==> src/rtl/calc_pkg.sv <==
// Shared calculator datapath definitions: default operand width and the
// multiplier sequencer states.
package calc_pkg;

    localparam int CALC_WIDTH = 4;

    typedef enum logic [1:0] {
        IDLE,
        CALC,
        DONE
    } mul_state_t;

endpackage

==> src/rtl/nbit_adder.sv <==
// Parametrised ripple-carry adder with carry-in and carry-out.
module nbit_adder #(
    parameter int N = 8
) (
    input  logic [N-1:0] a,
    input  logic [N-1:0] b,
    input  logic         cin,
    output logic [N-1:0] sum,
    output logic         cout
);

    logic [N:0] carry;

    assign carry[0] = cin;

    for (genvar i = 0; i < N; i++) begin : g_bit
        assign sum[i]     = a[i] ^ b[i] ^ carry[i];
        assign carry[i+1] = (a[i] & b[i]) | (carry[i] & (a[i] ^ b[i]));
    end

    assign cout = carry[N];

endmodule

==> src/rtl/seq_multiplier.sv <==
// Handshaked shift-add multiplier: one multiplier bit per clock, fixed WIDTH-cycle
// latency, signed or unsigned operands selected per transaction.
module seq_multiplier
    import calc_pkg::*;
#(
    parameter int WIDTH = CALC_WIDTH
) (
    input  logic                 clk,
    input  logic                 rst,
    input  logic                 in_valid,
    output logic                 in_ready,
    input  logic [WIDTH-1:0]     a,
    input  logic [WIDTH-1:0]     b,
    input  logic                 signed_mode,
    output logic                 out_valid,
    input  logic                 out_ready,
    output logic [2*WIDTH-1:0]   product
);

    localparam int CNT_W = $clog2(WIDTH + 1);
    localparam int PW    = 2 * WIDTH;

    mul_state_t       state;
    logic [PW-1:0]    acc;
    logic [PW-1:0]    mcand;
    logic [WIDTH-1:0] mplier;
    logic [CNT_W-1:0] cnt;
    logic             neg;

    logic [WIDTH-1:0] a_mag;
    logic [WIDTH-1:0] b_mag;
    logic [PW-1:0]    addend;
    logic [PW-1:0]    acc_next;
    logic [PW-1:0]    neg_sum;
    logic             acc_cout_unused;
    logic             neg_cout_unused;

    // -2^(WIDTH-1) negates to itself, which is the correct unsigned magnitude.
    assign a_mag  = (signed_mode & a[WIDTH-1]) ? -a : a;
    assign b_mag  = (signed_mode & b[WIDTH-1]) ? -b : b;
    assign addend = mplier[0] ? mcand : '0;

    nbit_adder #(.N(PW)) u_acc_add (
        .a    (acc),
        .b    (addend),
        .cin  (1'b0),
        .sum  (acc_next),
        .cout (acc_cout_unused)
    );

    // Two's-complement negate of the final accumulator: ~x + 1.
    nbit_adder #(.N(PW)) u_neg_add (
        .a    (~acc_next),
        .b    ({PW{1'b0}}),
        .cin  (1'b1),
        .sum  (neg_sum),
        .cout (neg_cout_unused)
    );

    always_ff @(posedge clk) begin
        if (rst) begin
            state     <= IDLE;
            in_ready  <= 1'b1;
            out_valid <= 1'b0;
            product   <= '0;
            acc       <= '0;
            mcand     <= '0;
            mplier    <= '0;
            cnt       <= '0;
            neg       <= 1'b0;
        end else begin
            case (state)
                IDLE: begin
                    if (in_valid) begin
                        mcand    <= {{WIDTH{1'b0}}, a_mag};
                        mplier   <= b_mag;
                        neg      <= signed_mode & (a[WIDTH-1] ^ b[WIDTH-1]);
                        acc      <= '0;
                        cnt      <= CNT_W'(WIDTH);
                        state    <= CALC;
                        in_ready <= 1'b0;
                    end
                end
                CALC: begin
                    acc    <= acc_next;
                    mcand  <= mcand << 1;
                    mplier <= mplier >> 1;
                    cnt    <= cnt - CNT_W'(1);
                    if (cnt == CNT_W'(1)) begin
                        state     <= DONE;
                        out_valid <= 1'b1;
                        product   <= neg ? neg_sum : acc_next;
                    end
                end
                DONE: begin
                    if (out_ready) begin
                        state     <= IDLE;
                        out_valid <= 1'b0;
                        in_ready  <= 1'b1;
                    end
                end
                default: begin
                    state     <= IDLE;
                    in_ready  <= 1'b1;
                    out_valid <= 1'b0;
                end
            endcase
        end
    end

endmodule

==> config.mk <==
export PLATFORM = sky130hd
export DESIGN_NAME = seq_multiplier
export DESIGN_NICKNAME = d
export VERILOG_FILES = /design/src/rtl/calc_pkg.sv /design/src/rtl/nbit_adder.sv /design/src/rtl/seq_multiplier.sv
export SDC_FILE = /design/constraint.sdc
export NUM_CORES = 1
export LEC_CHECK = 0
export CAP_MARGIN = 20
export CORE_UTILIZATION = 46
export CTS_BUF_LIST = sky130_fd_sc_hd__clkbuf_8
export DETAILED_ROUTE_END_ITERATION = 16
export PLACE_DENSITY = 0.73
export RECOVER_POWER = 100
export SETUP_SLACK_MARGIN = 0.15
export SYNTH_ARGS = -nofsm -noshare
export SYNTH_HDL_FRONTEND = slang
export SYNTH_SLANG_ARGS = --single-unit
==> constraint.sdc <==
create_clock -name clk -period 6.6 [get_ports clk]
set_input_delay 1.98 -clock clk [delete_from_list [all_inputs] [get_ports clk]]
set_output_delay 1.98 -clock clk [all_outputs]
set_load 0.02 [all_outputs]
Word level (Yosys, flattened, before mapping)
Cells that the tools add are included.
- add/subtract/negate cells: 3
- bitwise gates (word level): 55
- multiplexer cells: 22
- reduce and logical (&&, ||, !) cells: 8
- eq/ne operators: 6
- operators with widths (cell ; number):
    $mux W8 ; 4
    $pmux W8 S2 ; 2
    $xor A1 B1 Y1 ; 23
    $and A1 B1 Y1 ; 22
    $mux W4 ; 3
    $reduce_and A3 Y1 ; 3
    $neg A4 Y4 ; 2
    $not A8 Y8 ; 1
    $pmux W4 S2 ; 1
    $mux W2 ; 3
    $ne A2 B2 Y1 const B ; 3
    $or A1 B1 Y1 ; 6
    $pmux W1 S3 ; 2
    $pmux W2 S3 ; 1
    $pmux W3 S2 ; 1
    $reduce_and A2 Y1 ; 3
    $mux W1 ; 4
    $eq A3 B1 Y1 const B ; 1
    $mux W3 ; 1
    $not A1 Y1 ; 3
    $sub A3 B1 Y3 const B ; 1
    $eq A2 B1 Y1 const B ; 1
    $eq A2 B2 Y1 const B ; 1
    $logic_not A2 Y1 ; 1
    $reduce_bool A2 Y1 ; 1
- bits of input ports: 13
- output and inout port bits: 10
- register bits: 36
- logic and storage cells: 103

Logic depth before layout (Yosys ltp)
- depth after elaboration: 24
- mapped depth: 17

Modules after synthesis
A second synthesis with hierarchy kept.
- cells, all modules: 248
- area, all modules: 2274.7 um^2
- by module, submodules not included (module ; instances ; cells an instance ; seq. area each (um^2) ; area each (um^2)):
    seq_multiplier ; 1 ; 212 ; 720.7 ; 1879.3
    nbit_adder ; 2 ; 18 ; 0.0 ; 197.7

Worst setup path before layout
OpenSTA, ideal clock, no wires.
- path type: register to register
- from: register mplier[0]
- to: register product[6]
- path slack: 3.152 ns
- cell stages (with the launch flop): 16
- data required time: 6.461 ns
- buffers on the path: 1
- arrival time: 3.309 ns
- path through: dfxtp_1 -> clkbuf_1 -> and2_1 -> ha_1 -> inv_1 -> fa_1 -> fa_1 -> inv_1 -> fa_1 -> fa_1 -> fa_1 -> inv_1 -> fa_1 -> ha_1 -> a21oi_1 -> a211oi_2
- cells in the longest elaborated chain, start to end: 16
- RTL lines (element ; line ; RTL):
    from (decl) ; seq_multiplier.sv:26 ; logic [WIDTH-1:0] mplier;
    from (signal assigned) ; seq_multiplier.sv:76 ; mplier <= b_mag;
    from (signal assigned) ; seq_multiplier.sv:87 ; mplier <= mplier >> 1;
    $mux W8 (*) ; seq_multiplier.sv:41 ; assign addend = mplier[0] ? mcand : '0;
    $and A1 B1 Y1 / $xor A1 B1 Y1 (equally long branches) ; nbit_adder.sv:18, nbit_adder.sv:17 ;
    $and A1 B1 Y1 ; nbit_adder.sv:18 ; assign carry[i+1] = (a[i] & b[i]) | (carry[i] & (a[i] ^ b[i]));
    $or A1 B1 Y1 ; nbit_adder.sv:18 ;
    $and A1 B1 Y1 ; nbit_adder.sv:18 ;
    $or A1 B1 Y1 ; nbit_adder.sv:18 ;
    $and A1 B1 Y1 ; nbit_adder.sv:18 ;
    $or A1 B1 Y1 ; nbit_adder.sv:18 ;
    $and A1 B1 Y1 ; nbit_adder.sv:18 ;
    $or A1 B1 Y1 ; nbit_adder.sv:18 ;
    $and A1 B1 Y1 ; nbit_adder.sv:18 ;
    $or A1 B1 Y1 ; nbit_adder.sv:18 ;
    $xor A1 B1 Y1 ; nbit_adder.sv:17 ; assign sum[i] = a[i] ^ b[i] ^ carry[i];
    $not A8 Y8 ; seq_multiplier.sv:53 ; .a (~acc_next),
    $xor A1 B1 Y1 ; nbit_adder.sv:17 ;
    $mux W8 (*) ; seq_multiplier.sv:92 ; product <= neg ? neg_sum : acc_next;
    to (signal assigned) ; seq_multiplier.sv:92 ;
    to (decl) ; seq_multiplier.sv:17 ; output logic [2*WIDTH-1:0] product
Mark *: on every way between the ends. The rest lies on a longest branch, timed or not.
A chain may end at the register's enable or synchronous reset.

==> results.env <==
MIN_PERIOD_NS=4.13
CRITICAL_PATH_REQUIRED_NS=6.76
REPORT.POWER.TOTAL_W=0.000449
TIMING.CRITICAL_PATH.SLOWEST_STAGE_CELL='sky130_fd_sc_hd__clkbuf_1'
POST_DR_WIRELENGTH_CELL_UM=13.0
POSTROUTEANTENNANETS=0
DIODES=0
TRITONCTS='yes'
P_PER_AREA_nW_PER_UM2=203
CTS.SINK_COUNT=36
CTS.ROOT.BUFFER_CELL='sky130_fd_sc_hd__clkbuf_8'
FINISH.NET_COUNT=269
WORST-PATH-BUF-INV=3
RSZ0062_AT_GRT='no'
TIMING.SLEW.HEADROOM_PCT=-7.98
DRT_DRC_VIOLATIONS_LEFT=0
GRT_START_MAX_NET_PINS=36
DIEAREA_UM2=4540
IRDROPWORSTVDD_V=0.000119
POSTCTSHOLDBUFS=0
TRACK_USAGE_PCT=19.5
CP-END-KIND='register'
BUFFER_COUNT_FROM_POST_CTS_SETUP_FIXING=0
CRIT_TYPE='in -> reg'
AREA_OF_THE_CORE_UM2=4060
CRIT_FAMILY='buffers and inverters'
HTREE_NUM_LEVELS=2
PATH_MAX_FANOUT=35
POSTLAYOUTCOREUTIL_PCT=54.6
PLACE_AREA_UM2=2160
DIE-WIDTH_UM=67.4
FINAL-HOLD-VIOLATION-COUNT=0
POST_ROUTE_CELLS_DRIVE_ABOVE_1_SHARE_PCT=6.28
INITIAL_UTIL_PCT=48.4
YOSYS_MOST_USED_DFF='sky130_fd_sc_hd__dfxtp_1'
DRT_ITER0_MARKERS=94
TIMING.CRITICAL_PATH.SLOWEST_CELL_DELAY_NS=1.17
SYNTHESIS.YOSYS.WARNINGS=0
GP_CONGESTION=0.734
ROW_COUNT=23
ROUTE.DETAILED.VIAS_PER_INST=5.25
LEAKAGEPOWER_nW=0.854
FINAL-INSTANCE-COUNT-EXCL-FILL=289
AREAGROWTHSYNTHTOFINISH_PCT=12.7
FIN_SETUP_TNS_NS=0
COUNT_OF_FILLER_CELLS_INSERTED_IN_THE_LAYOUT=385
VIA_COUNT=1518
FIN_AREA_UM2=2220
RUN_STATUS='finished, violations left'
SYNTH-ASYNC-RESET-RATIO_PCT=0
POST_CTS_RESIZED=0
GRT.OVERFLOW.TOTAL=0
POSTSYNTHAREAPERCELL_UM2=8.78
CAP_VIOL_MAX_COUNT=1
WIRELENGTH_UM=3760
DRT-PASS1-ITER-COUNT=4
NETLIST_AREA_UM2=1970
SYNTH.NET_COUNT=254
CRITPATHLAUNCHTYPE='primary input'
NUMBER_OF_CLOCK_BUFFERS_INSERTED_BY_TRITONCTS=5
FLOORPLAN.IO_PINS=23
FIRST_GLOBAL_VIAS=1357
DETAILED_PLACE_HPWL_UM=2640
POST_ROUTE_FRACTION_OF_THE_PERIOD_CONSUMED_BY_THE_CRITICAL_PATH_PCT=62.5
ANTENNA_FOUND_INITIAL=0
REGISTER_AREA_UM2=721
CLK_PIN_SLEW_WORST_PATHS_NS=0.07
NETLIST-CELL-TYPE-COUNT=37
CLK-INSERTION-DELAY-LATE_NS=0.29
ARRIVAL_NS=4.28
WORSTHOLDPATHTYPE='reg -> reg'
FIN_SKEW_NS=0.00879
MULTI_INPUT_COMBINATIONAL_CELL_AREA_UM2=1060
R2R_SETUP_SLACK_NS=2.92
SYN-INSTANCE-COUNT=224
SYNTH-EDFF-COUNT=0
PLACE.DETAILED.INSTANCES=282
MAX_FREQ_MHz=242
TIGHTEST_SLEW_NS=1.62
REPORT.FINAL.SLEW_VIOL_COUNT=36
WORSTPATHCELLLIST='dlygate4sd3_1 > clkbuf_1 > inv_1 > nand4_1 > o221ai_1'
BUFFER_PORTS.INSERTED=22
PART_OF_THE_YOSYS_AREA_USED_FOR_SEQUENTIAL_ELEMENTS_PCT=36.7
REPORT.FINAL.SETUP_VIOL=0
GRT_PASS1_WL_UM=6410
DIE_HEIGHT_UM=67.4
VIOLATIONS='max-capacitance violations, max-slew violations'
YS_SEQ_ELEMENTS=36
CLOCK_PATH_BUFFERS=2
area by class of cell:
type / count / share of cell area (%)
sequential: 36 / 32.5
timing repair buffer: 23 / 10.1
inverter: 20 / 3.39
clock inverter: 2 / 0.395
clock buffer: 5 / 3.11
tap: 50 / 2.82
multi-input combinational: 153 / 47.7
layer usage:
metal | vias up | track usage, % | wire length, µm
met5 | - | 0 | 0
met4 | 0 | 8.78 | 79
met3 | 5 | 5.57 | 130
met2 | 25 | 29.5 | 1670
met1 | 696 | 25.5 | 1880
li1 | 792 | - | -
cells in the final DEF (no fill, tap or decap), drive strengths merged, types with 4 or more instances in the layout:
cell type	instances
ha	11
dlygate4sd3	11
a31oi	4
inv	21
fa	6
clkdlybuf4s50	11
a222oi	4
a211oi	6
and2	4
clkbuf	6
nand2	18
nand3	13
a21oi	21
nor2	32
mux2i	4
xnor2	5
dfxtp	36
Yosys cell counts (all sizes together) (3+ instances only):
library cell | count | area share (%)
dfxtp | 36 | 37
nor2 | 32 | 6.1
a21oi | 21 | 5.3
inv | 20 | 3.8
nand2 | 18 | 3.4
nand3 | 13 | 3.3
ha | 11 | 7.0
buf | 10 | 4.0
a211oi | 6 | 3.8
fa | 6 | 6.1
clkbuf | 5 | 0.95
xnor2 | 5 | 2.2
a222oi | 4 | 2.0
a31oi | 4 | 1.3
and2 | 4 | 1.3
mux2i | 4 | 2.0
nor2b | 3 | 1.1
report_power, final:
group          switching (W)  internal [W]  leakage (nW)
sequential        0.00000870      0.000226         0.293
clock              0.0000758     0.0000701        0.0452
combinational      0.0000385     0.0000300         0.516
total               0.000123      0.000326         0.854
per-stage QoR:
step / setup WS, ns / hold slack, ns
3_3_place_gp: 3.00 / 0.456
4_1_cts: 2.97 / 0.472
2_1_floorplan: 3.15 / 0.440
3_5_place_dp: 2.91 / 0.463
6_report: 2.47 / 0.471
5_1_grt: 2.21 / 0.497
sequential cells by signal (all words and copies together) (netlist names):
register,flops
cnt,3
state,2
product,8
out_valid,1
acc,8
mplier,4
in_ready,1
neg,1
mcand,8
worst reg2reg max path, stage by stage (launching register included):
cell                       delay, ns
sky130_fd_sc_hd__dfxtp_1        0.41
sky130_fd_sc_hd__and2_0         0.18
sky130_fd_sc_hd__ha_1           0.17
sky130_fd_sc_hd__inv_1          0.06
sky130_fd_sc_hd__fa_1           0.18
sky130_fd_sc_hd__fa_1           0.16
sky130_fd_sc_hd__inv_1          0.05
sky130_fd_sc_hd__fa_1           0.38
sky130_fd_sc_hd__fa_1           0.39
sky130_fd_sc_hd__fa_1           0.37
sky130_fd_sc_hd__inv_1          0.08
sky130_fd_sc_hd__fa_1           0.47
sky130_fd_sc_hd__ha_1           0.32
sky130_fd_sc_hd__a21oi_1        0.19
sky130_fd_sc_hd__a211oi_2       0.09
path summary, 6_finish.rpt:
kind | from | to | depth (start not counted)
max | rst | product[7] | 5
min | mcand[7] | mcand[7] | 2
max reg2reg | mplier[0] | product[6] | 14
min reg2reg | mcand[7] | mcand[7] | 2
cell families (layout without fill, tap and decap cells):
kind of cell               after synthesis  in the layout  share of synthesized area [%]
and+or+nand+nor                         77             77                           17.9
AOI/OAI and AO/OA                       47             47                           17.7
DFF                                     36             36                           36.7
buffers and inverters                   35             50                           8.78
adders and majority gates               17             17                           13.1
xor gates and xnor gates                 6              6                           2.67
muxes                                    6              6                           3.18
(Power assumes the default switching activity.)
